## src/rtl/match_pkg.sv

```systemverilog
// -----------------------------------------------------------------------------
// match_pkg
// Shared types and constants for the match sequencer.
//   match_state_t : 3-bit encoding of the match flow, exported on match_ctrl.state
//   WINNER_*      : codes driven on match_ctrl.winner (3 is reserved for a draw)
//   KEY_*_DEFAULT : default USB keycodes for starting and restarting a match
//   MODE_TITLE    : game_mode value meaning "SoC is on the title screen"
// -----------------------------------------------------------------------------
package match_pkg;

  typedef enum logic [2:0] {
    ST_TITLE     = 3'd0,
    ST_FIGHT     = 3'd1,
    ST_KO        = 3'd2,
    ST_ROUND_END = 3'd3,
    ST_MATCH_END = 3'd4
  } match_state_t;

  localparam logic [1:0] WINNER_NONE = 2'd0;
  localparam logic [1:0] WINNER_P1   = 2'd1;
  localparam logic [1:0] WINNER_P2   = 2'd2;

  localparam logic [7:0] KEY_START_DEFAULT   = 8'h28;
  localparam logic [7:0] KEY_RESTART_DEFAULT = 8'h15;

  localparam logic [2:0] MODE_TITLE = 3'd0;

  // Round tallies stop at 3 instead of wrapping back to 0.
  function automatic logic [1:0] sat_inc2(input logic [1:0] v);
    return (v == 2'd3) ? v : v + 2'd1;
  endfunction

endpackage

```

## src/rtl/key_press.sv

```systemverilog
// -----------------------------------------------------------------------------
// key_press
// Detects a new press of one key in the 4-byte USB keycode report.
//   frame_clk  : frame clock
//   Reset      : synchronous, active-high
//   i_keycodes : four concurrent keycodes, one per byte
//   i_key      : keycode to watch for
//   o_press    : high for the first frame in which i_key appears in any byte
// The previous-hit flag is registered; the pulse is formed against it so the
// sequencer can react at the very next frame edge.
// -----------------------------------------------------------------------------
module key_press (
  input  logic        frame_clk,
  input  logic        Reset,
  input  logic [31:0] i_keycodes,
  input  logic [7:0]  i_key,
  output logic        o_press
);

  logic w_hit;
  logic r_prev_hit;

  assign w_hit = (i_keycodes[7:0]   == i_key) ||
                 (i_keycodes[15:8]  == i_key) ||
                 (i_keycodes[23:16] == i_key) ||
                 (i_keycodes[31:24] == i_key);

  // NOTE: sequential state uses non-blocking assignments so every register
  // samples the pre-edge value of its inputs, independent of statement order.
  // Reset value is 1 so a key already held when reset releases is not a press.
  always_ff @(posedge frame_clk) begin
    if (Reset) r_prev_hit <= 1'b1;
    else       r_prev_hit <= w_hit;
  end

  assign o_press = w_hit & ~r_prev_hit;

endmodule

```

## src/rtl/match_ctrl.sv

```systemverilog
// -----------------------------------------------------------------------------
// match_ctrl
// Frame-rate match sequencer: title -> fight -> KO -> round end / match end.
//   frame_clk          : frame clock (vertical sync), one cycle per video frame
//   Reset              : synchronous, active-high
//   keycodes[31:0]     : four concurrent USB keycodes
//   game_mode[2:0]     : 0 title, 1 vs AI, 2 vs player
//   p1_lose / p2_lose  : health exhausted flags from the health stages
//   state[2:0]         : current match_state_t
//   count[8:0]         : post-KO frame counter
//   freeze             : suppress fighter movement and attacks
//   round_rst          : one-frame pulse resetting positions and health
//   p1_wins / p2_wins  : round tallies (saturate at 3)
//   winner[1:0]        : 0 none, 1 P1, 2 P2; set when the match ends
// All outputs come straight from registers.
// -----------------------------------------------------------------------------
module match_ctrl
  import match_pkg::*;
#(
  parameter int unsigned KO_FRAMES     = 50,
  parameter int unsigned WINS_TO_MATCH = 2,
  parameter logic [7:0]  KEY_START     = KEY_START_DEFAULT,
  parameter logic [7:0]  KEY_RESTART   = KEY_RESTART_DEFAULT
) (
  input  logic        frame_clk,
  input  logic        Reset,
  input  logic [31:0] keycodes,
  input  logic [2:0]  game_mode,
  input  logic        p1_lose,
  input  logic        p2_lose,
  output logic [2:0]  state,
  output logic [8:0]  count,
  output logic        freeze,
  output logic        round_rst,
  output logic [1:0]  p1_wins,
  output logic [1:0]  p2_wins,
  output logic [1:0]  winner
);

  localparam logic [8:0] KO_LAST  = 9'(KO_FRAMES);
  localparam logic [1:0] WIN_GOAL = 2'(WINS_TO_MATCH);

  logic w_start_press;
  logic w_restart_press;

  match_state_t r_state,   w_state;
  logic [8:0]   r_count,   w_count;
  logic         r_freeze,  w_freeze;
  logic         r_round_rst, w_round_rst;
  logic [1:0]   r_p1_wins, w_p1_wins;
  logic [1:0]   r_p2_wins, w_p2_wins;
  logic [1:0]   r_winner,  w_winner;

  key_press u_key_start (
    .frame_clk  (frame_clk),
    .Reset      (Reset),
    .i_keycodes (keycodes),
    .i_key      (KEY_START),
    .o_press    (w_start_press)
  );

  key_press u_key_restart (
    .frame_clk  (frame_clk),
    .Reset      (Reset),
    .i_keycodes (keycodes),
    .i_key      (KEY_RESTART),
    .o_press    (w_restart_press)
  );

  // NOTE: every signal written here gets a default first, so no path through
  // the case leaves it unassigned and no latch is inferred.
  always_comb begin
    w_state     = r_state;
    w_count     = r_count;
    w_p1_wins   = r_p1_wins;
    w_p2_wins   = r_p2_wins;
    w_winner    = r_winner;
    w_round_rst = 1'b0;

    // Leaving the match from the SoC side overrides everything else.
    if ((r_state != ST_TITLE) && (game_mode == MODE_TITLE)) begin
      w_state   = ST_TITLE;
      w_count   = '0;
      w_p1_wins = '0;
      w_p2_wins = '0;
      w_winner  = WINNER_NONE;
    end else begin
      case (r_state)
        ST_TITLE: begin
          if (w_start_press && (game_mode != MODE_TITLE)) begin
            w_state     = ST_FIGHT;
            w_count     = '0;
            w_p1_wins   = '0;
            w_p2_wins   = '0;
            w_winner    = WINNER_NONE;
            w_round_rst = 1'b1;
          end
        end

        ST_FIGHT: begin
          if (p1_lose || p2_lose) begin
            w_state = ST_KO;
            w_count = '0;
            // A double KO is a draw and leaves both tallies alone.
            if (p1_lose && !p2_lose) w_p2_wins = sat_inc2(r_p2_wins);
            if (p2_lose && !p1_lose) w_p1_wins = sat_inc2(r_p1_wins);
          end
        end

        ST_KO: begin
          if (r_count == KO_LAST) begin
            if (r_p1_wins == WIN_GOAL) begin
              w_state  = ST_MATCH_END;
              w_winner = WINNER_P1;
            end else if (r_p2_wins == WIN_GOAL) begin
              w_state  = ST_MATCH_END;
              w_winner = WINNER_P2;
            end else begin
              w_state  = ST_ROUND_END;
            end
          end else begin
            w_count = r_count + 9'd1;
          end
        end

        ST_ROUND_END: begin
          if (w_restart_press) begin
            w_state     = ST_FIGHT;
            w_count     = '0;
            w_round_rst = 1'b1;
          end
        end

        ST_MATCH_END: begin
          if (w_restart_press) begin
            w_state   = ST_TITLE;
            w_count   = '0;
            w_p1_wins = '0;
            w_p2_wins = '0;
            w_winner  = WINNER_NONE;
          end
        end

        default: w_state = ST_TITLE;
      endcase
    end

    w_freeze = (w_state != ST_FIGHT);
  end

  always_ff @(posedge frame_clk) begin
    if (Reset) begin
      r_state     <= ST_TITLE;
      r_count     <= '0;
      r_freeze    <= 1'b1;
      r_round_rst <= 1'b0;
      r_p1_wins   <= '0;
      r_p2_wins   <= '0;
      r_winner    <= WINNER_NONE;
    end else begin
      r_state     <= w_state;
      r_count     <= w_count;
      r_freeze    <= w_freeze;
      r_round_rst <= w_round_rst;
      r_p1_wins   <= w_p1_wins;
      r_p2_wins   <= w_p2_wins;
      r_winner    <= w_winner;
    end
  end

  assign state     = r_state;
  assign count     = r_count;
  assign freeze    = r_freeze;
  assign round_rst = r_round_rst;
  assign p1_wins   = r_p1_wins;
  assign p2_wins   = r_p2_wins;
  assign winner    = r_winner;

endmodule

```

## config.mk

```make
export PLATFORM = sky130hd
export DESIGN_NAME = match_ctrl
export DESIGN_NICKNAME = d
export VERILOG_FILES = /design/src/rtl/match_pkg.sv /design/src/rtl/key_press.sv /design/src/rtl/match_ctrl.sv
export SDC_FILE = /design/constraint.sdc
export NUM_CORES = 1
export LEC_CHECK = 0
export ABC_AREA = 1
export CORE_ASPECT_RATIO = 1.5
export CORE_MARGIN = 2
export CORE_UTILIZATION = 35
export DETAILED_ROUTE_END_ITERATION = 8
export PLACE_DENSITY = 0.71
export SYNTH_ARGS = -nofsm -noshare
export SYNTH_HDL_FRONTEND = slang
export SYNTH_SLANG_ARGS = --single-unit
```

## constraint.sdc

```tcl
create_clock -name frame_clk -period 2.2 [get_ports frame_clk]
set_clock_uncertainty 0.15 [all_clocks]
set_input_delay 0.33 -clock frame_clk [delete_from_list [all_inputs] [get_ports frame_clk]]
set_output_delay 0.33 -clock frame_clk [all_outputs]
set_load 0.005 [all_outputs]
```

Yosys cells after proc, flatten, opt, wreduce, memory -nomap -nowiden
Cells that the tools add are included.
{ "word_totals": {"elab_cells": 102, "input_bits": 39, "output_inout_bits": 20, "register_bits": 22} }
{ "op_classes": {"bitwise_logic": 4, "addsub": 3, "reduce_logical": 26, "mux": 31, "eq_ne": 29} }
{ "ops": {"columns": ["cell", "count"], "rows": [
  ["9-bit two-way mux", 4],
  ["9-bit case mux with 4 select lines", 1],
  ["8-bit by 5-bit equality test with 1-bit output (second input constant)", 4],
  ["8-bit by 6-bit equality test with 1-bit output (second input constant)", 4],
  ["3-bit two-way mux", 8],
  ["2-bit two-way mux", 11],
  ["2-bit case mux with 3 select lines", 3],
  ["2-bit inequality test (second input constant)", 8],
  ["3-bit case mux with 5 select lines", 1],
  ["6-bit AND reduction", 2],
  ["3-bit nonzero test", 4],
  ["5-bit AND reduction", 2],
  ["9-bit by 1-bit adder with 9-bit output (second input constant)", 1],
  ["9-bit by 6-bit equality test with 1-bit output (second input constant)", 1],
  ["2-bit equality test (second input constant)", 4],
  ["1-bit logical OR", 7],
  ["3-bit by 2-bit equality test with 1-bit output (second input constant)", 2],
  ["3-bit logical NOT", 2],
  ["2-bit by 1-bit adder with 2-bit output (second input constant)", 2],
  ["1-bit logical AND", 4],
  ["2-bit by 1-bit inequality test with 1-bit output (second input constant)", 2],
  ["4-bit nonzero test", 1],
  ["2-bit OR reduction", 2],
  ["3-bit by 1-bit equality test with 1-bit output (second input constant)", 1],
  ["other kinds (8)", 12]
]} }

Depth between registers and ports, before layout
{ "logic_depth": {"depth_word": 10, "mapped_depth": 12, "ltp_nobuf": 12} }

Cells and area by module
Synthesis repeated with hierarchy kept, for this count alone.
{ "unflattened": {"hier_cells": 424, "area_unflattened_um2": 2478.6} }
{ "modules_own_cells": {"columns": ["mod", "cells_each", "seq_area_each_um2", "area_each_um2", "instances"], "rows": [
  ["match_ctrl", 206, 400.4, 1347.5, 1],
  ["key_press", 109, 20.0, 565.5, 2]
]} }

Worst setup path before layout
OpenSTA, ideal clock, no wires.
{ "synth_timing": {"kind": "flip-flop to flip-flop", "start": "register r_count[0] (netlist: count[0])", "end": "register r_freeze (netlist: freeze)", "synth_period_minus_slack_ps": 1587, "arrival_ps": 1312, "path_buffers": 0, "required_ps": 1925, "path_stages_with_launch": 10, "setup_ps": 125, "slack_ps": 613, "cell_sequence": "dfxtp_1 inv_1 ha_1 nand2_1 nor3_1 nand3_2 nor2_1 nor3_1 a21oi_1 nand3_1"} }
{ "synth_between": {"elab_chain_len": 5} }
{ "synth_lines": {"columns": ["element", "line_no", "source"], "rows": [
  ["from (decl)", "match_ctrl.sv:47", "logic [8:0] r_count, w_count;"],
  ["from (signal assigned)", "match_ctrl.sv:162", "r_count <= w_count;"],
  ["9-bit by 6-bit equality test with 1-bit output", "match_ctrl.sv:111", "if (r_count == KO_LAST) begin"],
  ["3-bit two-way mux", "match_ctrl.sv:111", null],
  ["3-bit case mux with 5 select lines", "match_ctrl.sv:88", "case (r_state)"],
  ["3-bit two-way mux", "match_ctrl.sv:81", "if ((r_state != ST_TITLE) && (game_mode == MODE_TITLE)) begin"],
  ["3-bit by 1-bit inequality test with 1-bit output", "match_ctrl.sv:148", "w_freeze = (w_state != ST_FIGHT);"],
  ["to (signal assigned)", "match_ctrl.sv:163", "r_freeze <= w_freeze;"],
  ["to (decl)", "match_ctrl.sv:48", "logic r_freeze, w_freeze;"]
]} }
No other way between the ends.
A chain may end at the register's enable or synchronous reset.

Worst setup path after layout
{ "layout_timing": {"start": "input keycodes[19]", "end": "register r_count[1] (netlist: count[1])"} }
{ "layout_between": {"elab_chain_len": 7, "word_cells_on_any_way": 12, "classes_between": "eq/ne (4); bitwise (2); reduce/logical (6)"} }
{ "layout_lines": {"columns": ["element", "line_no", "source"], "rows": [
  ["from (decl)", "match_ctrl.sv:27", "input logic [31:0] keycodes,"],
  ["8-bit by 6-bit equality test with 1-bit output", "key_press.sv:25", "(i_keycodes[23:16] == i_key) ||"],
  ["1-bit logical OR", "key_press.sv:24", "(i_keycodes[15:8] == i_key) ||"],
  ["1-bit logical OR", "key_press.sv:25", null],
  ["1-bit bitwise AND", "key_press.sv:36", "assign o_press = w_hit & ~r_prev_hit;"],
  ["1-bit logical AND", "match_ctrl.sv:90", "if (w_start_press && (game_mode != MODE_TITLE)) begin"],
  ["2-bit inequality test (no source line)", null, null],
  ["5-bit AND reduction (no source line) (*)", null, null]
]} }
Every way passes the cells marked *; elsewhere a longest branch is shown, timed or not.

==> results.toml <==
[setup_path]
critical_path.max_fanout = 11
worstReg2RegStart = "count[4]"
cp.arrival_ns = 1.91
cp-end-kind = "register"
startpoint = "keycodes[19]"
required_ns = 2.25
start_kind = "input pin"
setup.worst_path.class = "in -> reg"

[sta]
finalMaxSlewViolations = 0
slew-limit-headroom = 0.723
worst_pin_slew_ns = 0.413
period_minus_slack_ns = 1.86
final-hold-violation-count = 0
clock.fmax_ghz = 0.538
setup_violations = 0
finalCritPeriodShare = 0.845
tns_ns = 0
rsz0062_at_grt = "no"

[floorplanning]
die_w_um = 58.7
dieHeight_um = 86.0
design.portCount = 59
start_util = 0.367
dieArea_mm2 = 0.00505
rows = 29
core-area_mm2 = 0.00428

[routing]
routedWlPerCell_um = 10.1
ant_nets = 0
drt_first_pass_iters = 6
wl_mm = 3.76
route.detailed.drc = 4
vias_per_cell = 4.82
initialDrtViolationCount = 63
vias = 1787

[pwr]
powerDensity_mw_per_mm2 = 364
irDropWorstVdd_v = 0.000208
p_leak_nw = 0.976

[global_routing]
grt_antenna_before_repair = 0
grt_pass1_wl_mm = 6.58
grt_max_degree = 13
grtUsageTotal = 0.161
grt_pass1_vias = 1687
grt_overflow = 0

[logic_synthesis]
synth_nets = 308
netlist_area_mm2 = 0.00157
ys_seq_elements = 22
syn_inst = 263
ys_warn_count = 0
synth.avg_cell_area_um2 = 5.97
synth_cell_types = 28
ys_seq_area_frac = 0.280

[placed_design]
dp_hpwl_mm = 3.20
gp_congestion = 0.985
place.port_buffers = 58

[clock_network]
cts_htree_levels = 1
cts_resized = 0
cts_buffers = 3
clk-insertion-delay-late_ns = 0.26
cts_tree = "done"
postCtsSetupRepairBufs = 0
cts_root_buf = "clkbuf_8"
cts.sinks = 22
clkSlewWorstSetupHoldPaths_ns = 0.08
hold_buffers = 0
cts_buffer_depth = 2

[worst_hold_path]
hp-start = "winner[0]"
hp-class = "reg -> reg"

[job]
cap_violations = 0

[layout]
antennaDiodeCount = 0
syn_to_final_growth_pct = 44.9
nets = 371
post-route-util = 0.531
drive_above_1_share = 0.0738
final_common_cell = "nand2_1"
mostFrequentLayoutCells = "nand2_1 (64), nor2_1 (58), clkdlybuf4s50_1 (58)"

[outcome]
status = "finished, violations left"
violations = "DRC"
[sequential cells by signal (all words and copies together) (netlist names)]
name,count
count,9
state,3
p1_wins,2
p2_wins,2
winner,2
freeze,1
round_rst,1
u_key_restart.r_prev_hit,1
u_key_start.r_prev_hit,1
[cells by family after synthesis]
group	count (synthesis)	share of synthesized area
simple gates	174	0.484
buf+inv	39	0.0996
flops	22	0.280
compound gates	20	0.0765
fa+ha+maj	6	0.0478
xor+xnor	2	0.0112
[stage by stage]
| stage | worst slack, ns | power (mW) | cells | hold slack, ns | instance area, um^2 |
|---|---|---|---|---|---|
| final | 0.340 | 0.827 | 371 | 0.321 | 2270 |
| after global routing | 0.138 | 0.864 | 371 | 0.345 | 2270 |
| after CTS | 0.322 | 0.837 | 371 | 0.326 | 2270 |
| after detailed placement | 0.0494 | 0.548 | 367 | 0.313 | 2220 |
| after global placement | 0.0589 | 0.546 | 367 | 0.300 | 2220 |
| after floorplan | 0.613 | 0.459 | 263 | 0.252 | 1570 |
[area by class of cell]
type,instances,area (um^2)
flip-flops and latches,22,440
well taps,46,57.6
multi-input cells,202,973
repair buffers,60,608
clock buffers,4,55.1
fillers,453,2010
inverters,37,140
[power breakdown]
| group | switching (mW) | leakage (nW) | internal (mW) |
|---|---|---|---|
| Clock | 0.131 | 0.0288 | 0.159 |
| Sequential | 0.00296 | 0.178 | 0.402 |
| Combinational | 0.0496 | 0.769 | 0.0826 |
[final timing paths]
| kind | endpoint | slack, ns | cells after the start |
|---|---|---|---|
| worst max-delay path | count[1] | 0.34 | 14 |
| worst min-delay path | winner[0] | 0.32 | 2 |
| worst max register to register | freeze | 0.41 | 7 |
| worst min register to register | winner[0] | 0.32 | 2 |
[synth_stat cells]
master | n | area share
ha_1 | 6 | 0.048
or2_4 | 1 | 0.0056
clkinv_2 | 1 | 0.0032
o31ai_1 | 1 | 0.0048
xor2_1 | 1 | 0.0056
buf_6 | 1 | 0.0072
nand4_1 | 6 | 0.024
nor2_4 | 1 | 0.0072
a21oi_4 | 1 | 0.010
nand3_1 | 24 | 0.076
nor2_2 | 4 | 0.016
o21ai_0 | 3 | 0.0096
nand3_2 | 1 | 0.0064
a21oi_2 | 1 | 0.0056
nor3b_1 | 1 | 0.0048
a21oi_1 | 13 | 0.041
nand2_4 | 1 | 0.0072
buf_2 | 1 | 0.0032
nand2_1 | 64 | 0.15
or2_2 | 2 | 0.0080
nand2_2 | 3 | 0.012
dfxtp_1 | 22 | 0.28
xnor2_1 | 1 | 0.0056
nor2_1 | 58 | 0.14
o21a_1 | 1 | 0.0048
inv_1 | 34 | 0.081
inv_2 | 2 | 0.0048
nor3_1 | 8 | 0.025
[layer usage]
layer / global-route usage / vias to the layer above / share of wire
li1: - / 947 / -
met1: 0.166 / 778 / 0.38
met2: 0.319 / 55 / 0.55
met3: 0.0196 / 7 / 0.052
met4: 0.0537 / 0 / 0.019
met5: 0 / - / 0
[worst max-delay path, stage by stage]
cell,delay [ns]
clkdlybuf4s50_1,0.48
nand2_1,0.06
inv_1,0.05
nand2_1,0.04
nor2_1,0.12
nor2_1,0.09
nand2_2,0.06
nand2_1,0.07
a21oi_2,0.18
buf_12,0.15
nand2_4,0.08
nand2_1,0.08
nand2_1,0.04
nor2_1,0.08
(Power assumes the default switching activity.)
